<file path="config.mk">
export PLATFORM = sky130hd
export DESIGN_NAME = uart_rx
export DESIGN_NICKNAME = d
export VERILOG_FILES = /design/src/rtl/uart_rx.sv
export SDC_FILE = /design/constraint.sdc
export NUM_CORES = 1
export LEC_CHECK = 0
export ABC_AREA = 1
export ABC_CLOCK_PERIOD_IN_PS = 3700
export CAP_MARGIN = 30
export CELL_PAD_IN_SITES_DETAIL_PLACEMENT = 1
export CELL_PAD_IN_SITES_GLOBAL_PLACEMENT = 2
export CORE_MARGIN = 8
export CORE_UTILIZATION = 35
export CTS_BUF_LIST = sky130_fd_sc_hd__clkbuf_16
export DETAILED_ROUTE_END_ITERATION = 7
export PLACE_DENSITY = 0.9
export SYNTH_ARGS = -nofsm -noshare
export SYNTH_HDL_FRONTEND = slang
export SYNTH_SLANG_ARGS = --single-unit
</file>
<file path="constraint.sdc">
create_clock -name Clk -period 3.7 [get_ports Clk]
set_clock_uncertainty 0.1 [all_clocks]
set_input_delay 0.74 -clock Clk [delete_from_list [all_inputs] [get_ports Clk]]
set_output_delay 0.74 -clock Clk [all_outputs]
set_load 0.01 [all_outputs]
</file>
<file path="src/rtl/uart_rx.sv">
// 8N1 serial receiver: two-flop input synchronizer, mid-bit sampling FSM,
// parallel word out with one-cycle valid / framing-error strobes.
//
// state | meaning
// IDLE  | line idle, waiting for rx_s low
// START | timing half a bit to confirm the start bit
// DATA  | sampling data bits LSB first at each bit-time end
// STOP  | sampling the stop bit
// BRK   | stop bit was low; waiting for the line to return high
module uart_rx #(
    parameter int CLKS_PER_BIT = 16,
    parameter int DATA_BITS    = 8
) (
    input  logic                 Clk,
    input  logic                 rst,
    input  logic                 rx,
    output logic [DATA_BITS-1:0] data_out,
    output logic                 data_valid,
    output logic                 frame_err,
    output logic                 busy
);

    localparam int CW = $clog2(CLKS_PER_BIT);
    localparam int BW = $clog2(DATA_BITS);
    localparam logic [CW-1:0] HALF_M1  = CW'(CLKS_PER_BIT / 2 - 1);
    localparam logic [CW-1:0] FULL_M1  = CW'(CLKS_PER_BIT - 1);
    localparam logic [BW-1:0] LAST_BIT = BW'(DATA_BITS - 1);

    typedef enum logic [2:0] {
        IDLE  = 3'd0,
        START = 3'd1,
        DATA  = 3'd2,
        STOP  = 3'd3,
        BRK   = 3'd4
    } state_t;

    state_t               state_q, state_d;
    logic                 rx_meta_q, rx_meta_d;
    logic                 rx_s_q, rx_s_d;
    logic [CW-1:0]        clk_cnt_q, clk_cnt_d;
    logic [BW-1:0]        bit_idx_q, bit_idx_d;
    logic [DATA_BITS-1:0] shift_q, shift_d;
    logic [DATA_BITS-1:0] data_out_q, data_out_d;
    logic                 data_valid_q, data_valid_d;
    logic                 frame_err_q, frame_err_d;

    // Synchronizer flops reset to the idle-line level so reset never looks like a start bit.
    always_ff @(posedge Clk or negedge rst) begin
        if (!rst) begin
            state_q      <= IDLE;
            rx_meta_q    <= 1'b1;
            rx_s_q       <= 1'b1;
            clk_cnt_q    <= '0;
            bit_idx_q    <= '0;
            shift_q      <= '0;
            data_out_q   <= '0;
            data_valid_q <= 1'b0;
            frame_err_q  <= 1'b0;
        end else begin
            state_q      <= state_d;
            rx_meta_q    <= rx_meta_d;
            rx_s_q       <= rx_s_d;
            clk_cnt_q    <= clk_cnt_d;
            bit_idx_q    <= bit_idx_d;
            shift_q      <= shift_d;
            data_out_q   <= data_out_d;
            data_valid_q <= data_valid_d;
            frame_err_q  <= frame_err_d;
        end
    end

    always_comb begin
        state_d      = state_q;
        rx_meta_d    = rx;
        rx_s_d       = rx_meta_q;
        clk_cnt_d    = clk_cnt_q;
        bit_idx_d    = bit_idx_q;
        shift_d      = shift_q;
        data_out_d   = data_out_q;
        data_valid_d = 1'b0;
        frame_err_d  = 1'b0;

        unique case (state_q)
            IDLE: begin
                if (!rx_s_q) begin
                    state_d   = START;
                    clk_cnt_d = '0;
                end
            end
            START: begin
                if (clk_cnt_q == HALF_M1) begin
                    clk_cnt_d = '0;
                    bit_idx_d = '0;
                    state_d   = rx_s_q ? IDLE : DATA;
                end else begin
                    clk_cnt_d = clk_cnt_q + CW'(1);
                end
            end
            DATA: begin
                if (clk_cnt_q == FULL_M1) begin
                    clk_cnt_d          = '0;
                    shift_d[bit_idx_q] = rx_s_q;
                    if (bit_idx_q == LAST_BIT) begin
                        bit_idx_d = '0;
                        state_d   = STOP;
                    end else begin
                        bit_idx_d = bit_idx_q + BW'(1);
                    end
                end else begin
                    clk_cnt_d = clk_cnt_q + CW'(1);
                end
            end
            STOP: begin
                if (clk_cnt_q == FULL_M1) begin
                    clk_cnt_d = '0;
                    if (rx_s_q) begin
                        data_out_d   = shift_q;
                        data_valid_d = 1'b1;
                        state_d      = IDLE;
                    end else begin
                        frame_err_d = 1'b1;
                        state_d     = BRK;
                    end
                end else begin
                    clk_cnt_d = clk_cnt_q + CW'(1);
                end
            end
            BRK: begin
                if (rx_s_q) begin
                    clk_cnt_d = '0;
                    state_d   = IDLE;
                end
            end
            default: begin
                clk_cnt_d = '0;
                state_d   = IDLE;
            end
        endcase
    end

    always_comb begin
        busy       = (state_q != IDLE);
        data_out   = data_out_q;
        data_valid = data_valid_q;
        frame_err  = frame_err_q;
    end

endmodule

</file>
==> summary.txt <==
Pwr
  – Peak VDD IR: 0.263 mV
  – Leak: 0.000856 uW
  – Pwr Density: roughly 640 nW/um^2

Critical path
  – Reg2Reg Setup Slack: 2070 ps
  – Crit path capture type: output port
  – Worst Path Max Fanout: 5
  – Kind of cell adding the most delay to the critical path: buffers and inverters
  – Worst r2r path cells: 8
  – RR Endpoint: state_q[2]
  – WS Path Type: reg -> out
  – Largest stage delay on the critical path: 530 ps
  – R2R Path Start: clk_cnt_q[0]
  – CP Cell Sequence: inv_1 -> nand2_1 -> clkdlybuf4s50_1
  – CP max stage cell: clkdlybuf4s50_1
  – Critical path buffers and inverters: 2
  – Startpoint types: flip-flop
  – Critical path arrival: roughly 1500 ps
  – Critical Path RT: 2860 ps

GRT
  – First-pass GRT wire length: approximately 6000 um
  – Number of global-route vias before repair: 1189
  – Grt ovf: 0
  – Largest net degree at the start of global routing: 31
  – Tot GR Track Use: 12.2%
  – Antenna violations before repair: 0

Placement
  – Hpwl dp: 2370 um
  – Placed cell area: 1610 um^2
  – PortBufs: 13
  – Placer Congestion: between 0.7 and 0.8

Floorplan
  – Die ar.: ~6300 um^2
  – Core footprint: 3940 um^2
  – Row count: 23
  – IO Pins: 14
  – Die X: 79.6 um
  – Initial Util: around 36%
  – Die height: between 70 and 80 um

Run status
  – Outcome: finished, final reports clean

STA
  – Max Slew Vio Count: 0
  – Max Fclk: 434 MHz
  – Max-slew headroom: between 70% and 80%
  – TNS Setup: 0 ps
  – Post-layout min period: 2300 ps
  – Setup violators final: 0
  – Worst slew pin tran: 390 ps
  – Final period utilization: 62.3%
  – RSZ-0062 raised after global routing: false
  – Hold Vio Cnt, Final: 0

Yosys
  – Synth Register Bits: 30
  – Syn_nets: 169
  – Top cells by area, synth: dfrtp_1 (50%), nand2_1 (15%), nand3_1 (5.7%)
  – Library cells used by synthesis: 21
  – Yosys warns: 0
  – Yosys top cell area share: 49.6%
  – Area leader, netlist: dfrtp_1
  – Synth Instances: 163
  – Mapped cell area: 1410 um^2
  – Register area share after synthesis: 53.3%
  – Avg Cell Area, Syn: around 8.7 um^2

Flow run
  – Max_cap viols: 0

Hold path
  – Hold Crit Start: rx_meta_q
  – Hold Crit Depth: 0
  – Worst min path class: reg -> reg
  – Hold Path End: rx_s_q

Route
  – Starting DRC count in detailed routing: 26
  – Post-DRT Antenna Nets: 0
  – Routed WL: 3330 um
  – Vias: 1106
  – Via/cell ratio: between 4 and 5
  – Drt drc: 0
  – DR WL/cell: 14.2 um
  – DRT Pass-1 Iters: 4

Finish
  – Final instance area: 1760 um^2
  – Layout fillers: roughly 460
  – Most frequent cells in the layout: nand2_1 (56), dfrtp_1 (28), nand3_1 (16), inv_1 (15), clkdlybuf4s50_1 (13)
  – Antenna cells: 0
  – Post-layout nets: 190
  – Fraction of layout cells with a size suffix above 1: 14.6%
  – Commonest non-fill, non-tap cell in the layout: nand2_1
  – Multi-input logic area: 584 um^2
  – FF/Latch Area: 753 um^2
  – Area Overhead vs Synth: 24.2%

Clock network
  – Post-CTS setup buffer count: 0
  – Clock Sinks: 30
  – Hold Buf Count CTS: 0
  – Cts repair resizes: 0
  – CTS tree: done
  – Num CTS Buffers: 5
  – H-tree depth: 2
  – Skew-Pair Late Insertion Delay: about 270 ps
  – Clock-pin slew on the worst setup and hold paths: 50 ps
  – CTS root buffer: clkbuf_16
  – Clk buf depth: 2
-- Yosys cell counts, drive strengths merged --
cell and number:
nand2 58, dfrtp 28, nand3 20, inv 18, nor2 14, o21ai 14, ha 3, a21oi 2
dfstp 2, clkinv 1, nor3 1, nor4 1, xor2 1
-- stage by stage --
| stage | worst slack (ps) | util (%) | instances | total power, uW | hold WS (ps) |
|---|---|---|---|---|---|
| after floorplan | 2180 | - | 163 | 647 | 245 |
| after global placement | 1720 | 40.9 | 227 | 719 | 248 |
| after detailed placement | 1690 | 40.9 | 227 | 745 | 259 |
| after global routing | 1340 | 44.5 | 235 | 1200 | 272 |
| final | 1400 | 44.5 | 235 | 1130 | 264 |
| after CTS | 1390 | 44.5 | 235 | 1140 | 267 |
-- sequential cells by signal (all words and copies together), names as in the netlist --
| signal | count |
|---|---|
| bit_idx_q | 3 |
| clk_cnt_q | 4 |
| data_out | 8 |
| data_valid | 1 |
| frame_err | 1 |
| rx_meta_q | 1 |
| rx_s_q | 1 |
| shift_q | 8 |
| state_q | 3 |
-- how the worst max path moves through the flow --
stage	end	cells past startpoint	slack, ps	startpoint
2_1_floorplan	busy	2	2180	state_q[1]
3_3_place_gp	busy	3	1720	state_q[1]
3_5_place_dp	busy	3	1690	state_q[2]
4_1_cts	busy	3	1390	state_q[2]
5_1_grt	busy	3	1340	state_q[2]
6_report	busy	3	1400	state_q[2]
-- layer usage --
layer	up-vias	GRT usage [%]	routed length, um
met1	532	13.5	1430
li1	555	-	-
met5	-	0	0
met2	13	20.7	1710
met4	0	5.56	61
met3	6	3.94	133
-- worst reg2reg max path, delay by kind of cell (launching register included) --
kind	cells	cell delay [ps]
DFF	1	400
buffers and inverters	1	60
and+or+nand+nor	6	710
adders and majority gates	1	240
-- report_power, final --
part           internal [uW]  switching [uW]
registers                366            53.1
clock network            245             138
logic                    104             219
total                    716             410
-- area by class of cell --
type	instances	area share (%)
Clock buffer	5	7.13
Clock inverter	3	0.927
Inverter	19	4.35
Multi-Input combinational cell	114	33.3
Sequential cell	30	42.9
Tap cell	50	3.56
Timing Repair Buffer	14	7.84
-- cell families (layout without fill, tap and decap cells) --
| kind of cell | count (synthesis) | after routing | synth area share [%] |
|---|---|---|---|
| AOI/OAI and AO/OA | 16 | 16 | 5.93 |
| xor gates and xnor gates | 1 | 1 | 0.620 |
| adders and majority gates | 3 | 3 | 2.66 |
| buffers and inverters | 19 | 41 | 5.40 |
| DFF | 30 | 30 | 53.3 |
| and+or+nand+nor | 94 | 94 | 32.1 |
Note: power is estimated with default switching activity, not from simulation.
